$ cat src/rtl/shift_pkg.sv
// Shared op encoding and op classification helpers for the barrel shift unit.
package shift_pkg;

  typedef logic [2:0] op_t;

  localparam op_t OP_SLL = 3'b000;
  localparam op_t OP_SRL = 3'b010;
  localparam op_t OP_SRA = 3'b011;
  localparam op_t OP_ROL = 3'b100;
  localparam op_t OP_ROR = 3'b101;

  function automatic logic is_left(input op_t op);
    return (op == OP_SLL) || (op == OP_ROL);
  endfunction

  function automatic logic is_rot(input op_t op);
    return (op == OP_ROL) || (op == OP_ROR);
  endfunction

  function automatic logic is_legal(input op_t op);
    return (op == OP_SLL) || (op == OP_SRL) || (op == OP_SRA) ||
           (op == OP_ROL) || (op == OP_ROR);
  endfunction

endpackage

$ cat src/rtl/shift_stage.sv
// One pipeline stage: COUNT right-shift mux levels starting at weight 2**FIRST,
// followed by the stage register (data, op, residual shamt, valid).
module shift_stage
  import shift_pkg::*;
#(
  parameter int DATA_W  = 32,
  parameter int SHAMT_W = 5,
  parameter int FIRST   = 0,
  parameter int COUNT   = 1
) (
  input  logic               clk,
  input  logic               rst,
  input  logic               load,
  input  logic               in_valid,
  input  logic [DATA_W-1:0]  in_data,
  input  op_t                in_op,
  input  logic [SHAMT_W-1:0] in_shamt,
  output logic               valid,
  output logic [DATA_W-1:0]  data,
  output op_t                op,
  output logic [SHAMT_W-1:0] shamt
);

  // shamt bits consumed here are cleared so the register holds only the residual
  localparam logic [SHAMT_W-1:0] USED = SHAMT_W'(((64'd1 << COUNT) - 64'd1) << FIRST);

  logic [DATA_W-1:0] lvl [COUNT+1];

  assign lvl[0] = in_data;

  for (genvar j = 0; j < COUNT; j++) begin : g_level
    localparam int W = 1 << (FIRST + j);
    logic fill;
    // SRA keeps replicating the current MSB, which is still the original sign
    assign fill = (in_op == OP_SRA) && lvl[j][DATA_W-1];
    assign lvl[j+1] = !in_shamt[FIRST+j] ? lvl[j] :
                      is_rot(in_op)      ? {lvl[j][W-1:0], lvl[j][DATA_W-1:W]} :
                                           {{W{fill}}, lvl[j][DATA_W-1:W]};
  end

  always_ff @(posedge clk or posedge rst) begin
    if (rst) begin
      valid <= 1'b0;
      data  <= '0;
      op    <= OP_SLL;
      shamt <= '0;
    end else if (load) begin
      valid <= in_valid;
      data  <= lvl[COUNT];
      op    <= in_op;
      shamt <= in_shamt & ~USED;
    end
  end

endmodule

$ cat src/rtl/shift_unit.sv
// Pipelined barrel shifter/rotator: left ops are bit-reversed around a
// right-shift datapath whose mux levels are spread over PIPE stages.
module shift_unit
  import shift_pkg::*;
#(
  parameter  int DATA_W  = 32,
  parameter  int PIPE    = 2,
  localparam int SHAMT_W = $clog2(DATA_W)
) (
  input  logic               clk,
  input  logic               rst,
  input  logic               in_valid,
  output logic               in_ready,
  input  logic [2:0]         op,
  input  logic [SHAMT_W-1:0] shamt,
  input  logic [DATA_W-1:0]  data_in,
  output logic               out_valid,
  input  logic               out_ready,
  output logic [DATA_W-1:0]  data_out,
  output logic               op_err
);

  localparam int LEVELS = SHAMT_W;
  localparam int LPS    = (LEVELS + PIPE - 1) / PIPE;

  function automatic logic [DATA_W-1:0] bit_rev(input logic [DATA_W-1:0] x);
    logic [DATA_W-1:0] r;
    for (int i = 0; i < DATA_W; i++) r[i] = x[DATA_W-1-i];
    return r;
  endfunction

  // Index 0 is the unit input; index k+1 is the register of stage k.
  logic [PIPE:0]      v;
  logic [DATA_W-1:0]  d [PIPE+1];
  op_t                o [PIPE+1];
  logic [SHAMT_W-1:0] s [PIPE+1];
  logic [PIPE:0]      rdy;
  logic [DATA_W-1:0]  entry_data;

  // Illegal ops enter as zero so every level keeps them zero.
  always_comb begin
    entry_data = '0;
    if (is_legal(op)) entry_data = is_left(op) ? bit_rev(data_in) : data_in;
  end

  assign v[0] = in_valid;
  assign d[0] = entry_data;
  assign o[0] = op;
  assign s[0] = shamt;

  // Valid/ready: a transfer happens on a rising edge where both are 1; a
  // stage loads when it is empty or its successor loads (last: out_ready).
  always_comb begin
    rdy       = '0;
    rdy[PIPE] = out_ready;
    for (int k = PIPE - 1; k >= 0; k--) rdy[k] = !v[k+1] || rdy[k+1];
  end

  for (genvar k = 0; k < PIPE; k++) begin : g_stage
    localparam int FIRST = k * LPS;
    localparam int REM   = LEVELS - FIRST;
    localparam int COUNT = (REM <= 0) ? 0 : ((REM < LPS) ? REM : LPS);

    shift_stage #(
      .DATA_W (DATA_W),
      .SHAMT_W(SHAMT_W),
      .FIRST  (FIRST),
      .COUNT  (COUNT)
    ) u_stage (
      .clk     (clk),
      .rst     (rst),
      .load    (rdy[k]),
      .in_valid(v[k]),
      .in_data (d[k]),
      .in_op   (o[k]),
      .in_shamt(s[k]),
      .valid   (v[k+1]),
      .data    (d[k+1]),
      .op      (o[k+1]),
      .shamt   (s[k+1])
    );
  end

  assign in_ready  = rdy[0];
  assign out_valid = v[PIPE];
  assign data_out  = is_left(o[PIPE]) ? bit_rev(d[PIPE]) : d[PIPE];
  assign op_err    = v[PIPE] && !is_legal(o[PIPE]);

endmodule

$ cat config.mk
export PLATFORM = sky130hd
export DESIGN_NAME = shift_unit
export DESIGN_NICKNAME = d
export VERILOG_FILES = /design/src/rtl/shift_pkg.sv /design/src/rtl/shift_stage.sv /design/src/rtl/shift_unit.sv
export SDC_FILE = /design/constraint.sdc
export NUM_CORES = 1
export LEC_CHECK = 0
export ABC_AREA = 1
export CORE_MARGIN = 2
export CORE_UTILIZATION = 45
export DETAILED_ROUTE_END_ITERATION = 12
export PLACE_DENSITY_LB_ADDON = 0.2
export SKIP_LAST_GASP = 1
export SYNTH_ARGS = -nofsm -noshare
export SYNTH_HDL_FRONTEND = slang
export SYNTH_SLANG_ARGS = --single-unit
$ cat constraint.sdc
create_clock -name clk -period 2.7 [get_ports clk]
set_input_delay 0.54 -clock clk [delete_from_list [all_inputs] [get_ports clk]]
set_output_delay 0.54 -clock clk [all_outputs]
set_load 0.005 [all_outputs]
# After elaboration in Yosys (flattened, before gate mapping)
# Cells that the tools add are included.
# Widths: inputs -> output; s select.
# word_totals
ff_bits	74
in_bits	44
out_inout_bits	35
word_cells	56
# op_classes
n_eq_ne	11
muxes	13
n_reduce_logical	25
# op_table
cell	n
$mux 32	13
$eq 3x3->1 const B	6
$eq 3x2->1 const B	5
$logic_or 1x1->1	14
$logic_and 1x1->1	6
$logic_not 3->1	2
$logic_not 1->1	3

# Logic depth before layout (Yosys ltp)
# Gate-level depths: netlist (run 1).
# depth
ltp_word	15
depth_mapped	12
ltp_nobuf	11

# Cells and area by module
# Synthesis (run 1) repeated with hierarchy kept, for this count alone.
# hier_totals
cells_unflattened	1064
area_unflattened_um2	6273.5
# by_module_without_submodules
module	instances	cells_per_inst	area_per_inst_um2	seq_area_each_um2
shift_stage at g_stage[0].u_stage	1	426	2630.0	950.9
shift_stage at g_stage[1].u_stage	1	364	2481.1	975.9
shift_unit	1	274	1162.4	0.0

# Least setup slack after synthesis (run 1)
# OpenSTA, ideal clock, no wires.
# synth_path
kind	input-to-output
start	input out_ready
end	output in_ready
t_arrival_ns	1.269
t_required_ns	2.160
path_slack_ns	0.891
path_stages	5
path_buffers	1
path_cell_list	nor2_2 -> inv_1 -> nor2_1 -> inv_2 -> buf_2
# synth_between
elab_chain_len	2
# synth_lines
element	line	text
start, declared	shift_unit.sv:18	input logic out_ready,
$logic_or 1x1->1 (2 in series)	shift_unit.sv:56	for (int k = PIPE - 1; k >= 0; k--) rdy[k] = !v[k+1] || rdy[k+1];
end, declared	shift_unit.sv:13	output logic in_ready,
# Every way passes these cells.

# Worst setup path in the final report (run 1)
# Ends and elaborated chain as after synthesis.

==> results.md, run 1 <==
- Headroom to the max-slew limit: 62.0%
- Die W: 117 µm
- Mux cell area share after synthesis: 1.39%
- Setup skew after layout: 0.00752 ns
- Die height: 117 µm
- Async SR Flop Fraction: 100%
- Setup TNS: 0 ns
- CTS max path bufs: 2
- Post-layout instance area: 6930 µm²
- Tmin final: 2.44 ns
- Kind of critical path: input port to primary output
- Post-Synthesis Cell Area: 5770 µm²
- Post-synth EDFFs: 0
- Post-synthesis register bit count: 74
- I/O Buffers: 78
- Num ports: 79
- Synth Area in Compound Gates: 12.0%
- Largest net degree at the start of global routing: 75
- First-pass GRT wire length: 27.0 mm
- Vias in the first global route: 5,420
- Total Routing Usage GR: 25.1%
- Outcome: completed
- Synth area leaders: dfrtp_1 (32%), nand2_1 (20%), nand3_1 (13%)
- DR pass1 iterations: 5
- CP Cell Sequence: clkdlybuf4s50_1 -> nor2_2 -> inv_1 -> nor2_2 -> inv_2 -> clkdlybuf4s50_1
- Top-count cell post-synth: nand2_1
- RSZ-0062 raised after global routing: false
- Post-Synthesis Cells: 909
- Setup crit start kind: input port
- Most frequent cells after synthesis: nand2_1 (313), nand3_1 (154), dfrtp_1 (74)
- Post-synthesis xor/xnor area fraction: 0.152%
- CTS tree: yes
- Final Net Count: 996
- Clock root cell: clkbuf_16
- Leakage power: 3.36 nW
- Register Area: 1850 µm²
- Hpwl dp: 12.2 mm
- Synth Area in Simple Gates: 43.8%
- Fmax: 0.409 GHz
- DRC viols: 0
- Worst-skew pair later-pin latency: 0.34 ns
- Routed Antenna Nets: 0
- Tcrit/Tclk final: 90.5%
- Vias post-DR: 6,033
- Routability cong.: 0.892
- Multi-input logic area: 3320 µm²
- Vias/cell: 5.34
- Die area: 13,700 µm²
- Max Slew Vio Count: 0
- Largest family of logic cells by synthesized area: simple AND/OR/NAND/NOR gates
- Slowest stage delay, CP: 0.45 ns
- Mapped Nets: 953
- Post-Synth Adder-Cell Area: 0%
- ANT cells: 0
- Critical Path RT: 2.16 ns
- Largest area contributor in the netlist: dfrtp_1
- Core area: 12,600 µm²
- Yosys warnings: 0
- # clock sinks: 74
- Slew @ Worst Pin: 0.569 ns
- Placed inst area: 6630 µm²
- Maximum VDD drop: 247 µV
- Final hold vios: 0
- Wire per inst: 14.4 µm
- Final setup vio count: 0
- Final core occ: 55.1%
- Drt total wl: 16.2 mm
- Initial core utilization: 45.9%
- Min-Delay Path Class: flip-flop to flip-flop
- Reg clk slew, reported paths: 0.06 ns
- Count of cell types in the netlist: 33
- Share of cells above drive strength 1: 8.78%
- # rows: 41
- H-tree Lvls: 3
- CTS Buf Count: 9
- Data arrival time of the worst path: 1.90 ns
- Setup crit end kind: primary output
- Max-cap violations: 0
- Syn_area_per_cell: 6.34 µm²
- P&R area growth vs syn: 20.2%
- Initial antenna violation count: 0
- Crit-path max FO: 2
- Primary FF master, synth: dfrtp_1
- Power density over the cells: 592 nW/µm²
- GRT overflow: 0
- Fillers: 1,243
- DRT iter0 DRCs: 449
- Power, Total: 4.10 mW
- Post-synth top area share: 32.1%
- Seq/Total Area, Yosys: 32.1%
- Slowest cell on the critical path: clkdlybuf4s50_1
## flip-flops by register name, summed over array words and instances (netlist names)
signal,flops
g_stage.u_stage.op,6
g_stage.u_stage.shamt,2
g_stage.u_stage.data,64
g_stage.u_stage.valid,2
## stage by stage
stage | setup slack [ns] | cells | hold WS [ns]
after CTS | 0.0654 | 1128 | 0.476
after global placement | 0.253 | 1112 | 0.449
final | 0.258 | 1129 | 0.470
after detailed placement | 0.266 | 1112 | 0.469
after floorplan | 0.278 | 909 | 0.423
after global routing | 0.155 | 1129 | 0.489
## cell type report
class / instances / area share (%)
flip-flops and latches: 74 / 26.7
clock inverters: 6 / 0.596
clock buffers: 10 / 3.45
inverters: 73 / 3.95
well taps: 172 / 3.11
repair buffers: 99 / 14.3
multi-input cells: 695 / 47.9
## cells by family (layout without fill, tap and decap cells)
kind of cell | after synthesis | after routing
simple gates | 560 | 560
compound gates | 126 | 126
xor+xnor | 1 | 1
buf+inv | 140 | 188
mux | 8 | 8
flops | 74 | 74
## where the power goes
| group | total, mW | internal [mW] | switching (mW) |
|---|---|---|---|
| Sequential | 1.45 | 1.31 | 0.144 |
| Clock | 1.11 | 0.646 | 0.463 |
| Combinational | 1.55 | 0.687 | 0.859 |
## critical path: cells and delay by family
| kind | cells | cell delay [ns] |
|---|---|---|
| buf+inv | 4 | 1.00 |
| simple gates | 2 | 0.37 |
## layout by cell type (no fill, tap or decap), types with 2 or more instances in the layout
cell type        instances
nand3_1                154
a21oi_1                 24
o211ai_1                 8
nor2_1                  27
or2_2                    6
buf_12                   4
nand4_1                 21
dfrtp_1                 74
nand2_4                  2
o21ai_1                  3
clkbuf_16                9
o21ai_0                 65
a31oi_1                  2
o22ai_1                 15
buf_4                   17
clkinvlp_4               3
nor2_2                  14
mux2i_1                  8
clkdlybuf4s50_1         78
nand2_1                313
nand3_2                 11
inv_1                   66
nor2_4                   3
nor3_1                   2
inv_2                    6
nand2_2                  4
clkinv_2                 2
a22oi_1                  9
## path summary, 6_finish.rpt
kind	endpoint	depth (start not counted)	slack [ns]	startpoint
hold reg to reg	g_stage[1].u_stage.valid	2	0.47	g_stage[0].u_stage.valid
setup reg to reg	g_stage[1].u_stage.data[14]	6	0.80	g_stage[0].u_stage.op[1]
max in group asynchronous	g_stage[1].u_stage.data[30]	3	1.76	rst
min in group asynchronous	g_stage[1].u_stage.op[1]	3	0.58	rst
hold / removal	g_stage[1].u_stage.valid	2	0.47	g_stage[0].u_stage.valid
setup / recovery	in_ready	6	0.26	out_ready
## per-layer routing
metal	GRT usage (%)	share of wire, %	up-vias
met1	36.1	47	2711
met3	4.58	6.3	36
met2	37.2	43	206
met5	0	0	-
li1	-	-	3080
met4	10.6	3.4	0
## what timing repair did
| action | in CTS | in global routing |
|---|---|---|
| resized for setup | 0 | 0 |
| endpoints found under the setup margin | 0 | 4 |
| buffers inserted | 0 | 1 |
| hold buffers | 0 | 0 |
No activity file was read; power rests on OpenSTA's default activity.
==> inputs of run 2 (changes only) <==
Settings changed: CORE_MARGIN 2 to default.
==> run 2 against run 1 <==
Power about the same. Design area decreased by 0.25%. Clock power barely moved. Sequential share of layout area is 0.068 points higher. Sequential cell count stayed put. Critical endpoint is now data_out[18]. Combinational power about the same. Count of clock-buffer cells in the layout rose by 1. Global-route usage grew 1.0 points. Register-to-register slack about the same. Utilization is 1.2 points higher. Critical path type is now flip-flop to primary output.
==> results.md, run 2 (synthesized netlist as in run 1, its figures left out) <==
- Largest reg by FF count: g_stage.u_stage.data
- Placed inst area: 6630 µm²
- DR pass1 iterations: 6
- Core area: 12,300 µm²
- CTS max path bufs: 2
- Die area: 13,300 µm²
- Crit-path max FO: 46
- P&R area growth vs syn: 19.9%
- Die W: 115 µm
- Fmax: 0.392 GHz
- Kind of critical path: flip-flop to primary output
- Headroom to the max-slew limit: 64.0%
- Reg2reg start: g_stage[0].u_stage.shamt[3]
- Slew @ Worst Pin: 0.538 ns
- Final hold vios: 0
- Place WS: 0.273 ns
- Min-Delay Path Class: flip-flop to flip-flop
- ANT cells: 0
- Largest net degree at the start of global routing: 75
- Share of cells above drive strength 1: 8.67%
- Maximum VDD drop: 277 µV
- CP Cell Sequence: nor2_4 -> buf_12 -> nand2_1 -> o21ai_0 -> clkdlybuf4s50_1
- Vias/cell: 5.30
- CTS Buf Count: 9
- Initial antenna violation count: 0
- Data arrival time of the worst path: 2.01 ns
- Power density over the cells: 594 nW/µm²
- Tcrit/Tclk final: 94.6%
- First-pass GRT wire length: 27.0 mm
- WHS Endpoint: g_stage[1].u_stage.valid
- Top Layer Used: met4
- Reg2reg path depth: 6
- Num ports: 79
- Hpwl dp: 12.2 mm
- DRC viols: 0
- Setup TNS: 0 ns
- Vias post-DR: 5,964
- Vias in the first global route: 5,412
- Final setup vio count: 0
- GRT overflow: 0
- Routed Antenna Nets: 0
- Biggest regs: g_stage.u_stage.data: 64 flops, g_stage.u_stage.op: 6 flops
- Setup crit end kind: primary output
- Max Slew Vio Count: 0
- Reg2Reg Capture Point: g_stage[1].u_stage.data[3]
- Setup slack after layout: 0.147 ns
- Wire per inst: 14.4 µm
- Flip-flop count of the largest register after layout: 64
- H-tree Lvls: 3
- Met2 wire length: 7.19 mm
- Outcome: completed
- Leakage power: 3.36 nW
- Most frequent cells in the layout: nand2_1 (313), nand3_1 (154), clkdlybuf4s50_1 (78)
- Most common cell after layout, fill and taps aside: nand2_1
- Worst-skew pair later-pin latency: 0.34 ns
- Postcts setup bufs: 0
- Routability cong.: 0.898
- Post-layout instance area: 6910 µm²
- Final Net Count: 996
- Clock root cell: clkbuf_16
- CTS tree: yes
- Slowest stage delay, CP: 0.53 ns
- Die height: 115 µm
- Hold Path Cell Cnt: 2
- # hold bufs at CTS: 0
- Total Routing Usage GR: 26.2%
- Hold_sp: g_stage[0].u_stage.valid
- Met1 WL: 7.59 mm
- RSZ-0062 raised after global routing: false
- Drt total wl: 16.2 mm
- # rows: 40
- # clock sinks: 74
- Met3 WL: 986 µm
- Initial core utilization: 47.0%
- Reg2Reg Setup Slack: 0.80 ns
- Final core occ: 56.4%
- PostCTS Resize Cnt: 0
- Slowest cell on the critical path: clkdlybuf4s50_1
- Tmin final: 2.55 ns
- DRT iter0 DRCs: 419
- Setup skew after layout: 0.00958 ns
- Fillers: 1,243
- Setup crit start kind: flip-flop
- Reg clk slew, reported paths: 0.06 ns
- Critical Path RT: 2.16 ns
- Power, Total: 4.11 mW
- Max-cap violations: 0
- I/O Buffers: 78
## run 2: per-stage QoR
step | hold slack (ns) | std cells
2_1_floorplan | 0.423 | 909
3_3_place_gp | 0.461 | 1109
3_5_place_dp | 0.463 | 1109
4_1_cts | 0.478 | 1125
5_1_grt | 0.498 | 1125
6_report | 0.478 | 1125
## run 2: area by class of cell
| cell class | instances | area (µm²) | share of cell area [%] |
|---|---|---|---|
| Clock buffer | 11 | 243 | 3.51 |
| Clock inverter | 5 | 37.5 | 0.543 |
| Inverter | 73 | 274 | 3.96 |
| Multi-Input combinational cell | 695 | 3320 | 48.0 |
| Sequential cell | 74 | 1850 | 26.8 |
| Tap cell | 168 | 210 | 3.04 |
| Timing Repair Buffer | 99 | 976 | 14.1 |
## run 2: how the worst max path moves through the flow
| stage | startpoint | to | slack [ns] | cells past startpoint |
|---|---|---|---|---|
| floorplan | rst | g_stage[0].u_stage.data[0] | 0.28 | 1 |
| global placement | out_ready | in_ready | 0.26 | 6 |
| detailed placement | op[1] | g_stage[0].u_stage.data[8] | 0.27 | 9 |
| CTS | g_stage[1].u_stage.op[0] | data_out[18] | 0.14 | 5 |
| global route | g_stage[1].u_stage.op[1] | data_out[18] | 0.05 | 5 |
| finish | g_stage[1].u_stage.op[0] | data_out[18] | 0.15 | 5 |
## run 2: metal layers
metal / vias up / GRT usage [%]
met3: 31 / 4.53
met5: - / 0
met1: 2646 / 36.9
met2: 211 / 40.0
li1: 3076 / -
met4: 0 / 10.2
## run 2: where the power goes
group / switching (mW) / internal, mW / leakage (nW) / total [mW]
Sequential: 0.146 / 1.31 / 0.898 / 1.45
Combinational: 0.858 / 0.679 / 2.33 / 1.54
Clock: 0.466 / 0.650 / 0.132 / 1.12
## run 2: critical path, delay by kind of cell, from the launching register on
kind	cells	cell delay, ns
and+or+nand+nor	2	0.39
AOI/OAI and AO/OA	1	0.09
buffers and inverters	2	0.76
DFF	1	0.41
